**src/rtl/mod_arbiter_if.sv**
```systemverilog
// Requester and engine signal bundle for mod_arbiter.
// The arbiter takes the slave view; the bench (requesters plus engine model) takes the master view.
interface mod_arbiter_if #(
    parameter int W = 16
);
    logic         Req0;
    logic         Req1;
    logic [W-1:0] A0;
    logic [W-1:0] B0;
    logic [W-1:0] A1;
    logic [W-1:0] B1;
    logic         Ack0;
    logic         Ack1;
    logic [W-1:0] Result;
    logic         DivZero;
    logic         Err;
    logic         Busy;
    logic         Eng_Load;
    logic [W-1:0] Eng_A;
    logic [W-1:0] Eng_B;
    logic [W-1:0] Eng_O;
    logic         Eng_Done;

    modport slave (
        input  Req0, Req1, A0, B0, A1, B1, Eng_O, Eng_Done,
        output Ack0, Ack1, Result, DivZero, Err, Busy, Eng_Load, Eng_A, Eng_B
    );

    modport master (
        output Req0, Req1, A0, B0, A1, B1, Eng_O, Eng_Done,
        input  Ack0, Ack1, Result, DivZero, Err, Busy, Eng_Load, Eng_A, Eng_B
    );
endinterface

```
**src/rtl/mod_arbiter.sv**
```systemverilog
// Round-robin arbiter sharing one mod-reduction engine between two requesters.
// Define MOD_ARB_TIMEOUT_EN to build in the WAIT-state watchdog (TIMEOUT cycles, then Err).
module mod_arbiter #(
    parameter int W       = 16,
    parameter int TIMEOUT = 1023
) (
    input  logic          Clk,
    input  logic          Reset,
    mod_arbiter_if.slave  bus
);

    typedef enum logic [2:0] {
        IDLE = 3'd0,
        LOAD = 3'd1,
        WAIT = 3'd2,
        CAPT = 3'd3,
        RESP = 3'd4
    } state_t;

    if (TIMEOUT < 1) begin : g_bad_timeout
        $error("mod_arbiter: TIMEOUT must be at least 1");
    end

    state_t       r_state;
    logic         r_gnt;
    logic         r_last;
    logic [W-1:0] r_a;
    logic [W-1:0] r_b;
    logic [W-1:0] r_result;
    logic         r_ack0;
    logic         r_ack1;
    logic         r_divzero;
    logic         r_eng_load;

    logic         w_any;
    logic         w_gnt;
    logic [W-1:0] w_a;
    logic [W-1:0] w_b;

    // On a tie the requester not served last wins; otherwise whoever is asking.
    assign w_any = bus.Req0 | bus.Req1;
    assign w_gnt = (bus.Req0 & bus.Req1) ? ~r_last : bus.Req1;
    assign w_a   = w_gnt ? bus.A1 : bus.A0;
    assign w_b   = w_gnt ? bus.B1 : bus.B0;

`ifdef MOD_ARB_TIMEOUT_EN
    localparam int CW = (TIMEOUT < 2) ? 1 : $clog2(TIMEOUT + 1);
    logic [CW-1:0] r_tmo_cnt;
    logic          r_err;
`endif

    always_ff @(posedge Clk or posedge Reset) begin
        if (Reset) begin
            r_state    <= IDLE;
            r_gnt      <= 1'b0;
            r_last     <= 1'b1;
            r_a        <= '0;
            r_b        <= '0;
            r_result   <= '0;
            r_ack0     <= 1'b0;
            r_ack1     <= 1'b0;
            r_divzero  <= 1'b0;
            r_eng_load <= 1'b0;
`ifdef MOD_ARB_TIMEOUT_EN
            r_tmo_cnt  <= '0;
            r_err      <= 1'b0;
`endif
        end else begin
            r_eng_load <= 1'b0;
            r_ack0     <= 1'b0;
            r_ack1     <= 1'b0;
            r_divzero  <= 1'b0;
`ifdef MOD_ARB_TIMEOUT_EN
            r_err      <= 1'b0;
`endif
            case (r_state)
                IDLE: begin
                    if (w_any) begin
                        r_gnt <= w_gnt;
                        r_a   <= w_a;
                        r_b   <= w_b;
                        if (w_b == '0) begin
                            // Division by zero never touches the engine.
                            r_state   <= RESP;
                            r_result  <= '1;
                            r_divzero <= 1'b1;
                            r_ack0    <= ~w_gnt;
                            r_ack1    <= w_gnt;
                        end else begin
                            r_state    <= LOAD;
                            r_eng_load <= 1'b1;
                        end
                    end
                end
                LOAD: begin
                    r_state <= WAIT;
`ifdef MOD_ARB_TIMEOUT_EN
                    r_tmo_cnt <= '0;
`endif
                end
                WAIT: begin
                    if (bus.Eng_Done) begin
                        r_state <= CAPT;
`ifdef MOD_ARB_TIMEOUT_EN
                    end else if (r_tmo_cnt == CW'(TIMEOUT - 1)) begin
                        r_state  <= RESP;
                        r_result <= '0;
                        r_err    <= 1'b1;
                        r_ack0   <= ~r_gnt;
                        r_ack1   <= r_gnt;
                    end else begin
                        r_tmo_cnt <= r_tmo_cnt + 1'b1;
`endif
                    end
                end
                CAPT: begin
                    // The engine's result trails Done by one cycle.
                    r_state  <= RESP;
                    r_result <= bus.Eng_O;
                    r_ack0   <= ~r_gnt;
                    r_ack1   <= r_gnt;
                end
                RESP: begin
                    r_state <= IDLE;
                    r_last  <= r_gnt;
                end
                default: r_state <= IDLE;
            endcase
        end
    end

    assign bus.Ack0     = r_ack0;
    assign bus.Ack1     = r_ack1;
    assign bus.Result   = r_result;
    assign bus.DivZero  = r_divzero;
    assign bus.Busy     = (r_state != IDLE);
    assign bus.Eng_Load = r_eng_load;
    assign bus.Eng_A    = r_a;
    assign bus.Eng_B    = r_b;
`ifdef MOD_ARB_TIMEOUT_EN
    assign bus.Err      = r_err;
`else
    assign bus.Err      = 1'b0;
`endif

endmodule

```
**src/flat_wrapper.sv**
```systemverilog
// flat-port wrapper written by rule: the top's interface ports become plain ports
module mod_arbiter_flat 
#(
    parameter int W       = 16,
    parameter int TIMEOUT = 1023
)
  (Clk, Reset, bus_Req0, bus_Req1, bus_A0, bus_B0, bus_A1, bus_B1, bus_Eng_O, bus_Eng_Done, bus_Ack0, bus_Ack1, bus_Result, bus_DivZero, bus_Err, bus_Busy, bus_Eng_Load, bus_Eng_A, bus_Eng_B);
  mod_arbiter_if #(.W(W)) bus_i ();
  input  logic Clk;
  input  logic Reset;
  input wire logic [$bits(bus_i.Req0)-1:0] bus_Req0;
  input wire logic [$bits(bus_i.Req1)-1:0] bus_Req1;
  input wire logic [$bits(bus_i.A0)-1:0] bus_A0;
  input wire logic [$bits(bus_i.B0)-1:0] bus_B0;
  input wire logic [$bits(bus_i.A1)-1:0] bus_A1;
  input wire logic [$bits(bus_i.B1)-1:0] bus_B1;
  input wire logic [$bits(bus_i.Eng_O)-1:0] bus_Eng_O;
  input wire logic [$bits(bus_i.Eng_Done)-1:0] bus_Eng_Done;
  output wire logic [$bits(bus_i.Ack0)-1:0] bus_Ack0;
  output wire logic [$bits(bus_i.Ack1)-1:0] bus_Ack1;
  output wire logic [$bits(bus_i.Result)-1:0] bus_Result;
  output wire logic [$bits(bus_i.DivZero)-1:0] bus_DivZero;
  output wire logic [$bits(bus_i.Err)-1:0] bus_Err;
  output wire logic [$bits(bus_i.Busy)-1:0] bus_Busy;
  output wire logic [$bits(bus_i.Eng_Load)-1:0] bus_Eng_Load;
  output wire logic [$bits(bus_i.Eng_A)-1:0] bus_Eng_A;
  output wire logic [$bits(bus_i.Eng_B)-1:0] bus_Eng_B;
  assign bus_i.Req0 = bus_Req0;
  assign bus_i.Req1 = bus_Req1;
  assign bus_i.A0 = bus_A0;
  assign bus_i.B0 = bus_B0;
  assign bus_i.A1 = bus_A1;
  assign bus_i.B1 = bus_B1;
  assign bus_i.Eng_O = bus_Eng_O;
  assign bus_i.Eng_Done = bus_Eng_Done;
  assign bus_Ack0 = bus_i.Ack0;
  assign bus_Ack1 = bus_i.Ack1;
  assign bus_Result = bus_i.Result;
  assign bus_DivZero = bus_i.DivZero;
  assign bus_Err = bus_i.Err;
  assign bus_Busy = bus_i.Busy;
  assign bus_Eng_Load = bus_i.Eng_Load;
  assign bus_Eng_A = bus_i.Eng_A;
  assign bus_Eng_B = bus_i.Eng_B;
  mod_arbiter #(.W(W), .TIMEOUT(TIMEOUT)) u_core (.Clk(Clk), .Reset(Reset), .bus(bus_i));
endmodule
```
**config.mk**
```make
export PLATFORM = sky130hd
export DESIGN_NAME = mod_arbiter_flat
export DESIGN_NICKNAME = d
export VERILOG_FILES = /design/src/rtl/mod_arbiter_if.sv /design/src/rtl/mod_arbiter.sv /design/src/flat_wrapper.sv
export SDC_FILE = /design/constraint.sdc
export NUM_CORES = 1
export LEC_CHECK = 0
export CAP_MARGIN = 20
export CORE_MARGIN = 2
export CORE_UTILIZATION = 42
export CTS_CLUSTER_DIAMETER = 60
export DETAILED_ROUTE_END_ITERATION = 10
export GPL_TIMING_DRIVEN = 0
export PLACE_DENSITY = 0.86
export SYNTH_ARGS = -nofsm -noshare
export SYNTH_HDL_FRONTEND = slang
export SYNTH_SLANG_ARGS = --single-unit
```
**constraint.sdc**
```tcl
create_clock -name Clk -period 4.9 [get_ports Clk]
set_clock_uncertainty 0.15 [all_clocks]
set_input_delay 0.98 -clock Clk [delete_from_list [all_inputs] [get_ports Clk]]
set_output_delay 0.98 -clock Clk [all_outputs]
set_load 0.03 [all_outputs]
```
==> metrics.cfg <==
[logic_synthesis]
synthCells = 294
synth_area_sq_um = 2550
synth_cell_types = 29
netlist.top_cell.by_area = dfrtp_1
syn_area_per_cell_sq_um = 8.67
ys_async_sr_fraction_pct = 100
synth_top_area_share_pct = 55.0
synth-seq-area-share_pct = 56.0
synth-edff-count = 0
yosys-top-cells-count = nand2_1, nor2_1, dfrtp_1
ys_warn_count = 0
synthTopCellsByArea = dfrtp_1, nand2_1, nor2_1, a31oi_1, a21oi_2
synth-seq-cells = 57
synth_ff_type = dfrtp_1
syn_nets = 379

[pwr]
p_total_uw = 2790
p_leak_uw = 0.00176
power_density_nw_per_um2 = 659
ir_drop_uv = 314

[drt]
drt-initial-drc-count = 163
first_pass_iters = 4
via_per_inst = 5.05
antenna_left = 0
routedWlPerCell_um = 14.6
drc_errors = 0
routed_wl_um = 7630
vias = 2640

[cells_and_area]
diodes = 0
drive_above_1_share_pct = 8.26
nets = 528
syn_to_final_growth_pct = 65.9
fillers = 475

[critical_path]
crit_type = flip-flop to primary output
cp_cell_sequence = nor3_4 -> inv_2 -> clkdlybuf4s50_1
critPathMaxFanout = 6
arrival_ns = 1.71
cp_slowest_cell = clkdlybuf4s50_1
worst-path-stages = 3
path_buf_inv = 2
crit_required_ns = 3.77
cpPeakStageDelay_ns = 0.61
crit_family = buffers and inverters
r2r_cells = 5
cp-start-kind = flip-flop
endpoint_kind = primary output

[die]
start_util_pct = 43.3
die_h_um = 81.9
core-area_sq_um = 5890
rows = 28
die_area_sq_um = 6710
io_pins = 139
die_x_um = 81.9

[timing]
relSlewSlack_pct = 59.0
hold_violations = 0
finalMaxSlewViolations = 0
tightestPinTransition_ns = 0.613
period_share_pct = 58.0
setup_viol = 0
grt_setup_unrepaired = no
fin_crit_ns = 2.84
fin_tns_setup_ns = 0
fmax_mhz = 352

[clock_network]
clkLatencyLatePin_ns = 0.32
cts.hold.buffers_added = 0
h-tree-depth = 3
path_clk_slew_ns = 0.07
cts_setup_buffers = 0
cts_tree = yes
cts_resized = 0
cts_max_path_buffers = 2
cts_root_buffer = clkbuf_8
clock-sinks = 57
numCtsBuffers = 9

[global_route]
grt_pass1_wl_um = 11700
antenna_found_initial = 0
track_usage_pct = 22.9
globalRouteOverflowTotal = 0
grt_max_degree = 43
grt_pass1_vias = 2615

[place]
hpwl_um = 5770
portBuffers = 137
place_congestion = 0.814

[outcome]
outcome = finished clean

[min_path]
min_path_type = flip-flop to flip-flop
holdPathStages = 1

[flow_run]
drv_cap = 0

## worst paths after layout
path / startpoint / to / slack [ns]
setup / recovery: u_core.r_state[2]$_DFFE_PP0P_ / bus_Busy / 2.06
hold / removal: u_core.r_gnt$_DFFE_PP0P_ / u_core.bus.Ack0$_DFF_PP0_ / 0.39
setup reg to reg: u_core.r_state[2]$_DFFE_PP0P_ / u_core.bus.Eng_A[4]$_DFFE_PP0P_ / 2.72
hold reg to reg: u_core.r_gnt$_DFFE_PP0P_ / u_core.bus.Ack0$_DFF_PP0_ / 0.39
max in group asynchronous: Reset / u_core.r_last$_DFFE_PP1N_ / 3.20
min in group asynchronous: Reset / u_core.bus.Result[10]$_DFFE_PP0P_ / 0.79
## cells by family (layout without fill, tap and decap cells)
group | Yosys count | count (layout) | share of synthesized area [%]
xor+xnor | 1 | 1 | 0.344
compound gates | 54 | 54 | 13.7
mux | 1 | 1 | 0.442
other cells | 1 | 1 | 0.147
flops | 57 | 57 | 56.0
simple gates | 159 | 159 | 25.4
buf+inv | 21 | 175 | 3.97
## registers in the layout (all words and copies together) (netlist names)
| name | count |
|---|---|
| u_core.bus.Eng_B | 16 |
| u_core.bus.DivZero | 1 |
| u_core.r_last | 1 |
| u_core.bus.Ack0 | 1 |
| u_core.bus.Eng_A | 16 |
| u_core.r_state | 3 |
| u_core.bus.Ack1 | 1 |
| u_core.bus.Eng_Load | 1 |
| u_core.bus.Result | 16 |
| u_core.r_gnt | 1 |
## final cells by class
cell class              instances  area, sq um  area share [%]
flip-flops and latches         57         1430            33.7
repair buffers                138         1390            32.9
multi-input cells             216         1020            24.1
clock buffers                  10          138            3.25
well taps                      75         93.8            2.22
plain buffers                  18         90.1            2.13
clock inverters                 6         57.6            1.36
inverters                       3         11.3           0.266
## metrics by stage
step                util [%]  hold slack, ns  instance area [sq um]  worst slack (ns)  instances
floorplan                  -           0.311                   2550              2.37        294
global placement        68.2           0.367                   4020              1.36        506
detailed placement      68.6           0.379                   4040              1.88        507
CTS                     71.9           0.392                   4230              2.05        523
global route            71.9           0.423                   4230              2.02        523
finish                  71.9           0.395                   4230              2.06        523
## cells in the final DEF, fill, tap and decap left out, types with 3 or more instances in the layout
cell type / synthesis / layout
clkbuf_1: 12 / 12
a21oi_1: 8 / 8
clkinv_2: 0 / 4
clkbuf_8: 0 / 10
a31oi_1: 32 / 32
nor2_1: 71 / 71
buf_2: 3 / 3
nand2_1: 71 / 71
nor4_1: 8 / 8
a21oi_2: 8 / 8
dfrtp_1: 56 / 56
clkdlybuf4s50_1: 0 / 137
## per-layer routing
layer	track usage, %	up-vias	part of all wire (%)
met2	40.8	89	52
met5	0	-	0
li1	-	1287	-
met3	4.51	10	5.9
met4	9.00	0	1.1
met1	26.9	1254	41
## where the power goes
part | total, uW | switching (uW) | internal [uW]
clock | 431 | 186 | 245
sequential | 840 | 135 | 704
combinational | 1520 | 885 | 631
No activity file was read; power rests on OpenSTA's default activity.
